**config.mk**
```make
export PLATFORM = sky130hd
export DESIGN_NAME = mac_column
export DESIGN_NICKNAME = d
export VERILOG_FILES = /design/src/rtl/mac_pkg.sv /design/src/rtl/mac_pe.sv /design/src/rtl/mac_column.sv
export SDC_FILE = /design/constraint.sdc
export NUM_CORES = 2
export LEC_CHECK = 0
export CORE_MARGIN = 2
export CORE_UTILIZATION = 55
export CTS_CLUSTER_DIAMETER = 200
export DETAILED_ROUTE_END_ITERATION = 12
export HOLD_SLACK_MARGIN = 0.03
export PLACE_DENSITY = 0.82
export SLEW_MARGIN = 15
export SYNTH_ARGS = -nofsm -noshare
export SYNTH_HDL_FRONTEND = slang
export SYNTH_SLANG_ARGS = --single-unit
```
**constraint.sdc**
```tcl
create_clock -name clk -period 6.1 [get_ports clk]
set_input_delay 0.915 -clock clk [delete_from_list [all_inputs] [get_ports clk]]
set_output_delay 0.915 -clock clk [all_outputs]
set_load 0.02 [all_outputs]
```
**src/rtl/mac_pkg.sv**
```systemverilog
// Shared types, default widths and saturating arithmetic for the MAC column.
package mac_pkg;

   typedef enum logic [1:0] {
      IDLE,
      LOAD,
      READY
   } w_state_e;

   localparam int DEF_DEPTH  = 4;
   localparam int DEF_A_W    = 16;
   localparam int DEF_W_W    = 8;
   localparam int DEF_P_W    = 40;
   localparam int DEF_SIGNED = 1;

   // Operands arrive pre-extended to SAT_W so the raw sum never wraps (pw <= 62).
   localparam int SAT_W = 64;

   function automatic logic [SAT_W-1:0] sat_add(input logic [SAT_W-1:0] x,
                                                input logic [SAT_W-1:0] y,
                                                input int pw,
                                                input bit is_signed);
      logic [SAT_W-1:0] sum;
      logic [SAT_W-1:0] hi;
      logic [SAT_W-1:0] lo;
      sum = x + y;
      if (is_signed) begin
         hi = (SAT_W'(1) << (pw - 1)) - SAT_W'(1);
         lo = ~hi;
         if ($signed(sum) > $signed(hi)) begin
            sum = hi;
         end else if ($signed(sum) < $signed(lo)) begin
            sum = lo;
         end
      end else begin
         hi = (SAT_W'(1) << pw) - SAT_W'(1);
         if (sum > hi) begin
            sum = hi;
         end
      end
      return sum;
   endfunction

   function automatic logic sat_ovf(input logic [SAT_W-1:0] x,
                                    input logic [SAT_W-1:0] y,
                                    input int pw,
                                    input bit is_signed);
      return sat_add(x, y, pw, is_signed) != (x + y);
   endfunction

endpackage

```
**src/rtl/mac_pe.sv**
```systemverilog
// One column stage: shadow/active weight pair, multiplier, saturating accumulate,
// and the valid/overflow tags that travel alongside the partial sum.
module mac_pe
   import mac_pkg::*;
#(
   parameter int A_W    = DEF_A_W,
   parameter int W_W    = DEF_W_W,
   parameter int P_W    = DEF_P_W,
   parameter int SIGNED = DEF_SIGNED
) (
   input  logic           clk,
   input  logic           rst,
   input  logic           shift_en,
   input  logic           swap_en,
   input  logic [W_W-1:0] w_shift_i,
   output logic [W_W-1:0] w_shift_o,
   input  logic [A_W-1:0] a_i,
   input  logic [P_W-1:0] p_i,
   input  logic           valid_i,
   input  logic           ovf_i,
   output logic [P_W-1:0] p_o,
   output logic           valid_o,
   output logic           ovf_o
);

   localparam int M_W = A_W + W_W;

   logic [W_W-1:0] shadow_q, shadow_d;
   logic [W_W-1:0] active_q, active_d;
   logic [P_W-1:0] psum_q, psum_d;
   logic           valid_q, valid_d;
   logic           ovf_q, ovf_d;
   logic [SAT_W-1:0] prod_x;
   logic [SAT_W-1:0] psum_x;

   if (SIGNED != 0) begin : g_signed
      logic signed [M_W-1:0] a_ext, w_ext, prod;
      assign a_ext  = M_W'($signed(a_i));
      assign w_ext  = M_W'($signed(active_q));
      assign prod   = a_ext * w_ext;
      assign prod_x = SAT_W'(prod);
      assign psum_x = SAT_W'($signed(p_i));
   end else begin : g_unsigned
      logic [M_W-1:0] prod;
      assign prod   = M_W'(a_i) * M_W'(active_q);
      assign prod_x = SAT_W'(prod);
      assign psum_x = SAT_W'(p_i);
   end

   always_comb begin
      shadow_d = shift_en ? w_shift_i : shadow_q;
      // The product above still sees active_q, so a swap takes effect next cycle.
      active_d = swap_en ? shadow_q : active_q;
      psum_d   = P_W'(sat_add(psum_x, prod_x, P_W, SIGNED != 0));
      ovf_d    = ovf_i | sat_ovf(psum_x, prod_x, P_W, SIGNED != 0);
      valid_d  = valid_i;
   end

   always_ff @(posedge clk or negedge rst) begin
      if (!rst) begin
         shadow_q <= '0;
         active_q <= '0;
         psum_q   <= '0;
         valid_q  <= 1'b0;
         ovf_q    <= 1'b0;
      end else begin
         shadow_q <= shadow_d;
         active_q <= active_d;
         psum_q   <= psum_d;
         valid_q  <= valid_d;
         ovf_q    <= ovf_d;
      end
   end

   assign w_shift_o = shadow_q;
   assign p_o       = psum_q;
   assign valid_o   = valid_q;
   assign ovf_o     = ovf_q;

endmodule

```
**src/rtl/mac_column.sv**
```systemverilog
// Weight-stationary systolic MAC column: serial shadow-weight prefetch FSM,
// DEPTH chained PEs and a registered activation pass-through.
//
// state | meaning
// IDLE  | no load pending; swap requests are rejected
// LOAD  | shifting weight beats into the shadow chain
// READY | full shadow set held; swap allowed
module mac_column
   import mac_pkg::*;
#(
   parameter int DEPTH  = DEF_DEPTH,
   parameter int A_W    = DEF_A_W,
   parameter int W_W    = DEF_W_W,
   parameter int P_W    = DEF_P_W,
   parameter int SIGNED = DEF_SIGNED
) (
   input  logic                 clk,
   input  logic                 rst,
   input  logic                 w_load_start,
   input  logic                 w_valid_i,
   input  logic [W_W-1:0]       w_i,
   output logic                 w_ready,
   output logic                 w_busy,
   input  logic                 w_swap,
   output logic                 swap_err_o,
   input  logic                 conv_valid_i,
   input  logic [DEPTH*A_W-1:0] a_i,
   input  logic [P_W-1:0]       p_i,
   output logic [DEPTH*A_W-1:0] a_o,
   output logic [P_W-1:0]       p_o,
   output logic                 p_valid_o,
   output logic                 ovf_o
);

   localparam int CNT_W = $clog2(DEPTH + 1);

   w_state_e             state_q, state_d;
   logic [CNT_W-1:0]     cnt_q, cnt_d;
   logic                 swap_err_q, swap_err_d;
   logic [DEPTH*A_W-1:0] a_q, a_d;
   logic                 shift_en;
   logic                 swap_en;

   always_comb begin
      state_d    = state_q;
      cnt_d      = cnt_q;
      shift_en   = 1'b0;
      swap_en    = 1'b0;
      swap_err_d = w_swap && (state_q != READY);
      a_d        = a_i;
      case (state_q)
         IDLE: begin
            if (w_load_start) begin
               state_d = LOAD;
               cnt_d   = '0;
            end
         end
         LOAD: begin
            if (w_valid_i) begin
               shift_en = 1'b1;
               cnt_d    = cnt_q + 1'b1;
               if (cnt_q == CNT_W'(DEPTH - 1)) begin
                  state_d = READY;
               end
            end
         end
         READY: begin
            if (w_swap) begin
               swap_en = 1'b1;
               state_d = IDLE;
            end
            // Swap and load together: commit first, then start the next set.
            if (w_load_start) begin
               state_d = LOAD;
               cnt_d   = '0;
            end
         end
         default: state_d = IDLE;
      endcase
   end

   always_ff @(posedge clk or negedge rst) begin
      if (!rst) begin
         state_q    <= IDLE;
         cnt_q      <= '0;
         swap_err_q <= 1'b0;
         a_q        <= '0;
      end else begin
         state_q    <= state_d;
         cnt_q      <= cnt_d;
         swap_err_q <= swap_err_d;
         a_q        <= a_d;
      end
   end

   assign w_ready    = (state_q == READY);
   assign w_busy     = (state_q == LOAD);
   assign swap_err_o = swap_err_q;
   assign a_o        = a_q;

   logic [P_W-1:0] p_chain   [DEPTH+1];
   logic           v_chain   [DEPTH+1];
   logic           ovf_chain [DEPTH+1];
   logic [W_W-1:0] w_chain   [DEPTH+1];

   assign p_chain[0]   = p_i;
   assign v_chain[0]   = conv_valid_i;
   assign ovf_chain[0] = 1'b0;
   assign w_chain[0]   = w_i;

   for (genvar k = 0; k < DEPTH; k++) begin : g_stage
      mac_pe #(
         .A_W    (A_W),
         .W_W    (W_W),
         .P_W    (P_W),
         .SIGNED (SIGNED)
      ) u_pe (
         .clk       (clk),
         .rst       (rst),
         .shift_en  (shift_en),
         .swap_en   (swap_en),
         .w_shift_i (w_chain[k]),
         .w_shift_o (w_chain[k+1]),
         .a_i       (a_i[k*A_W +: A_W]),
         .p_i       (p_chain[k]),
         .valid_i   (v_chain[k]),
         .ovf_i     (ovf_chain[k]),
         .p_o       (p_chain[k+1]),
         .valid_o   (v_chain[k+1]),
         .ovf_o     (ovf_chain[k+1])
      );
   end

   assign p_o       = p_chain[DEPTH];
   assign p_valid_o = v_chain[DEPTH];
   assign ovf_o     = ovf_chain[DEPTH];

endmodule

```
==> run_summary.xml <==
<?xml version="1.0" encoding="UTF-8"?>
<metrics>
  <group name="layout">
    <metric name="final_nets" unit="">6026</metric>
    <metric name="post_route_cells_drive_above_1_share" unit="">0.294</metric>
    <metric name="final_cell_mix" unit="">fa_1, buf_4, inv_1, and2_1, dfrtp_1</metric>
    <metric name="layout.core_utilization" unit="">0.750</metric>
    <metric name="flow.area_growth_from_synthesis" unit="%">34.6</metric>
    <metric name="layout_commonest_cell" unit="">fa_1</metric>
  </group>
  <group name="clock_network">
    <metric name="clock_sinks" unit="">302</metric>
    <metric name="clk_pin_slew" unit="ns">0.06</metric>
    <metric name="cts-root-buf" unit="">clkbuf_16</metric>
    <metric name="cts_hold_buffers" unit="">0</metric>
    <metric name="ctsLongestPathBuffers" unit="">3</metric>
    <metric name="tritoncts" unit="">yes</metric>
    <metric name="clk_latency" unit="ns">0.63</metric>
    <metric name="htree_levels" unit="">2</metric>
    <metric name="cts-buffers-inserted" unit="">39</metric>
  </group>
  <group name="sta">
    <metric name="fin_crit" unit="ns">7.24</metric>
    <metric name="timing_max_transition_violations_final" unit="">0</metric>
    <metric name="maxSlewHeadroom" unit="">0.322</metric>
    <metric name="timing_worst_slew_pin_value" unit="ns">1.02</metric>
    <metric name="worst_clock_skew" unit="ns">0.0328</metric>
    <metric name="setup_ws" unit="ns">-1.14</metric>
    <metric name="timing.fmax" unit="MHz">138</metric>
    <metric name="setup-violations-final" unit="">115</metric>
    <metric name="final_hold_viol_count" unit="">0</metric>
    <metric name="setup_repair_after_global_routing_missed_its_margin" unit="">yes</metric>
    <metric name="period_share" unit="">1.19</metric>
  </group>
  <group name="logic_synthesis">
    <metric name="synth_seq_cells" unit="">302</metric>
    <metric name="yosysUniqueCellTypes" unit="">83</metric>
    <metric name="netlist_instances" unit="">3820</metric>
    <metric name="synth_enable_flop_cells" unit="">0</metric>
    <metric name="yosysSeqAreaShare" unit="">0.185</metric>
    <metric name="cell_area_after_synthesis" unit="um2">40800</metric>
    <metric name="mappedNetlistNets" unit="">5076</metric>
    <metric name="avg_synthesized_cell_area" unit="um2">10.7</metric>
    <metric name="synthesis.yosys.warnings" unit="">0</metric>
    <metric name="ys_async_sr_fraction" unit="">1.00</metric>
    <metric name="synth_flop_cell" unit="">dfrtp_1</metric>
  </group>
  <group name="critical_path">
    <metric name="worstReg2RegEnd" unit="">g_stage[1].u_pe.p_o[26]</metric>
    <metric name="crit_start" unit="">a_i[31]</metric>
    <metric name="end_kind" unit="">register</metric>
    <metric name="timing.critical_path.required" unit="ns">6.58</metric>
    <metric name="rrSetupSlack" unit="ns">-1.07</metric>
    <metric name="classification_of_the_worst_setup_path" unit="">in2reg</metric>
    <metric name="setup.worst_path.start_class" unit="">input port</metric>
    <metric name="path_depth_of_the_worst_reg2reg_path" unit="">23</metric>
    <metric name="reg2reg_from" unit="">g_stage[1].u_pe.active_q[5]</metric>
    <metric name="worst-path-max-fanout" unit="">8</metric>
    <metric name="cp-endpoint" unit="">g_stage[1].u_pe.p_o[26]</metric>
    <metric name="worst-endpoint-arrival" unit="ns">7.72</metric>
  </group>
  <group name="global_routing">
    <metric name="grt_max_degree" unit="">144</metric>
    <metric name="grt.overflow.total" unit="">0</metric>
    <metric name="groute.usage.overall" unit="">0.296</metric>
    <metric name="grt_pass1_wl" unit="mm">182</metric>
    <metric name="grt_antenna_before_repair" unit="">10</metric>
    <metric name="first_global_vias" unit="">36089</metric>
  </group>
  <group name="min_path">
    <metric name="hold_path_class" unit="">in2async</metric>
  </group>
  <group name="placed_design">
    <metric name="placement.io_buffers" unit="">226</metric>
    <metric name="dp_hpwl" unit="mm">80.8</metric>
    <metric name="gpl.final_weighted_congestion" unit="">0.896</metric>
  </group>
  <group name="floorplan">
    <metric name="start_util" unit="">0.557</metric>
    <metric name="die_y" unit="um">276</metric>
    <metric name="ioPinCount" unit="">227</metric>
    <metric name="die_area" unit="um2">76400</metric>
    <metric name="count_of_standard_cell_rows" unit="">99</metric>
    <metric name="chipWidth" unit="um">276</metric>
    <metric name="core_area" unit="um2">73200</metric>
  </group>
  <group name="route">
    <metric name="wl_per_cell" unit="um">23.6</metric>
    <metric name="dr_total_vias" unit="">34101</metric>
    <metric name="viasPerCell" unit="">5.92</metric>
    <metric name="ant_nets" unit="">0</metric>
    <metric name="initial_drc_count" unit="">2990</metric>
    <metric name="first_pass_iters" unit="">8</metric>
    <metric name="drc" unit="">0</metric>
    <metric name="routed_wire_length" unit="mm">136</metric>
  </group>
  <group name="outcome">
    <metric name="status" unit="">complete, but fails checks</metric>
    <metric name="failed_checks" unit="">negative setup slack</metric>
  </group>
  <group name="job">
    <metric name="max-cap-violations" unit="">0</metric>
  </group>
</metrics>
-- cell usage after synthesis, drive strengths merged (6+ instances only) --
master / instances / area share
maj3: 10 / 0.0025
and4: 6 / 0.0013
o21bai: 13 / 0.0027
nand2b: 28 / 0.0043
o21a: 10 / 0.0018
o211ai: 13 / 0.0024
a21boi: 6 / 0.0011
and2: 300 / 0.046
fa: 784 / 0.38
xor2: 59 / 0.013
ha: 354 / 0.11
xnor2: 98 / 0.021
a21oi: 204 / 0.025
nand2: 253 / 0.024
mux2: 68 / 0.019
nor2b: 69 / 0.011
clkbuf: 82 / 0.0077
o31ai: 12 / 0.0025
a211oi: 10 / 0.0018
or3: 9 / 0.0014
and3: 18 / 0.0029
a31oi: 14 / 0.0023
a31o: 7 / 0.0017
o21ai: 153 / 0.019
nor2: 75 / 0.0071
a21o: 77 / 0.014
inv: 603 / 0.055
buf: 30 / 0.0040
nand4: 24 / 0.0038
dfrtp: 302 / 0.19
nand3: 34 / 0.0042
a41oi: 6 / 0.0013
nor3: 23 / 0.0032
-- final cells by class --
cell class	count	area [um2]
fillers	4051	18300
flip-flops and latches	302	7580
diodes	4	10.0
clock inverters	23	310
inverters	603	2310
repair inverters	1	7.51
multi-input cells	2803	33000
clock buffers	48	1080
repair buffers	1020	9380
well taps	959	1200
-- metrics by stage --
step,TNS [ns],instances,setup slack [ns],hold slack (ns),instance area [um2]
floorplan,-26.37,3820,-0.431,0.331,41700
global placement,-121.05,5585,-0.873,0.334,50300
detailed placement,-143.43,5585,-1.08,0.337,50300
CTS,-0.0239,5696,-0.0130,0.353,53100
global route,-62.28,5762,-1.19,0.371,54900
finish,-52.96,5763,-1.14,0.306,54900
-- kinds of logic (layout without fill, tap and decap cells) --
group	count (synthesis)	after routing	share of synthesized area
compound gates	569	569	0.0867
xor+xnor	157	157	0.0337
fa+ha+maj	1148	1148	0.496
buf+inv	715	1695	0.0672
flops	302	302	0.185
mux	73	73	0.0200
other cells	0	4	0
simple gates	856	856	0.111
-- worst min path at each step --
stage	endpoint	slack, ns	depth (start not counted)
after floorplan	g_stage[1].u_pe.valid_o	0.33	0
after global routing	g_stage[1].u_pe.valid_o	0.37	0
after detailed placement	g_stage[3].u_pe.valid_o	0.34	0
after CTS	g_stage[1].u_pe.valid_o	0.35	0
after global placement	g_stage[3].u_pe.valid_o	0.33	0
final	g_stage[3].u_pe.p_o[31]	0.31	1
-- routing by layer --
layer,GRT usage,up-vias,wire [um]
li1,-,14088,-
met1,0.336,16948,44100
met2,0.541,2107,67800
met3,0.0441,946,11600
met4,0.151,12,12500
met5,0,-,80
-- registers in the layout, indices dropped and copies added, names as in the netlist --
name and count:
g_stage.u_pe.w_shift_o 32, g_stage.u_pe.active_q 32, swap_err_o 1, state_q 2, a_o 64, g_stage.u_pe.ovf_o 4
g_stage.u_pe.valid_o 4, cnt_q 3, g_stage.u_pe.p_o 160
-- critical path, stage by stage --
cell,delay [ns]
buf_2,0.11
buf_12,0.15
buf_4,0.17
and2_1,0.26
fa_1,0.67
inv_1,0.13
fa_1,0.53
inv_1,0.15
fa_1,0.66
fa_1,0.54
ha_1,0.26
ha_1,0.32
buf_4,0.16
nand2_1,0.10
buf_4,0.16
nor3_1,0.77
a311o_1,0.33
a21o_1,0.20
mux2i_4,0.30
nor2_4,0.08
nor2_4,0.19
buf_12,0.16
buf_12,0.13
buf_16,0.16
a21oi_2,0.06
-- repair_timing --
| action | CTS | global route |
|---|---|---|
| gates resized for setup | 253 | 315 |
| gates cloned | 6 | 22 |
| buffers inserted | 34 | 44 |
| pin swaps | 161 | 177 |
| setup endpoints to repair | 162 | 163 |
Power is not shown: default switching activity piles up to over one toggle a cycle in this logic, so the estimate is an artifact.
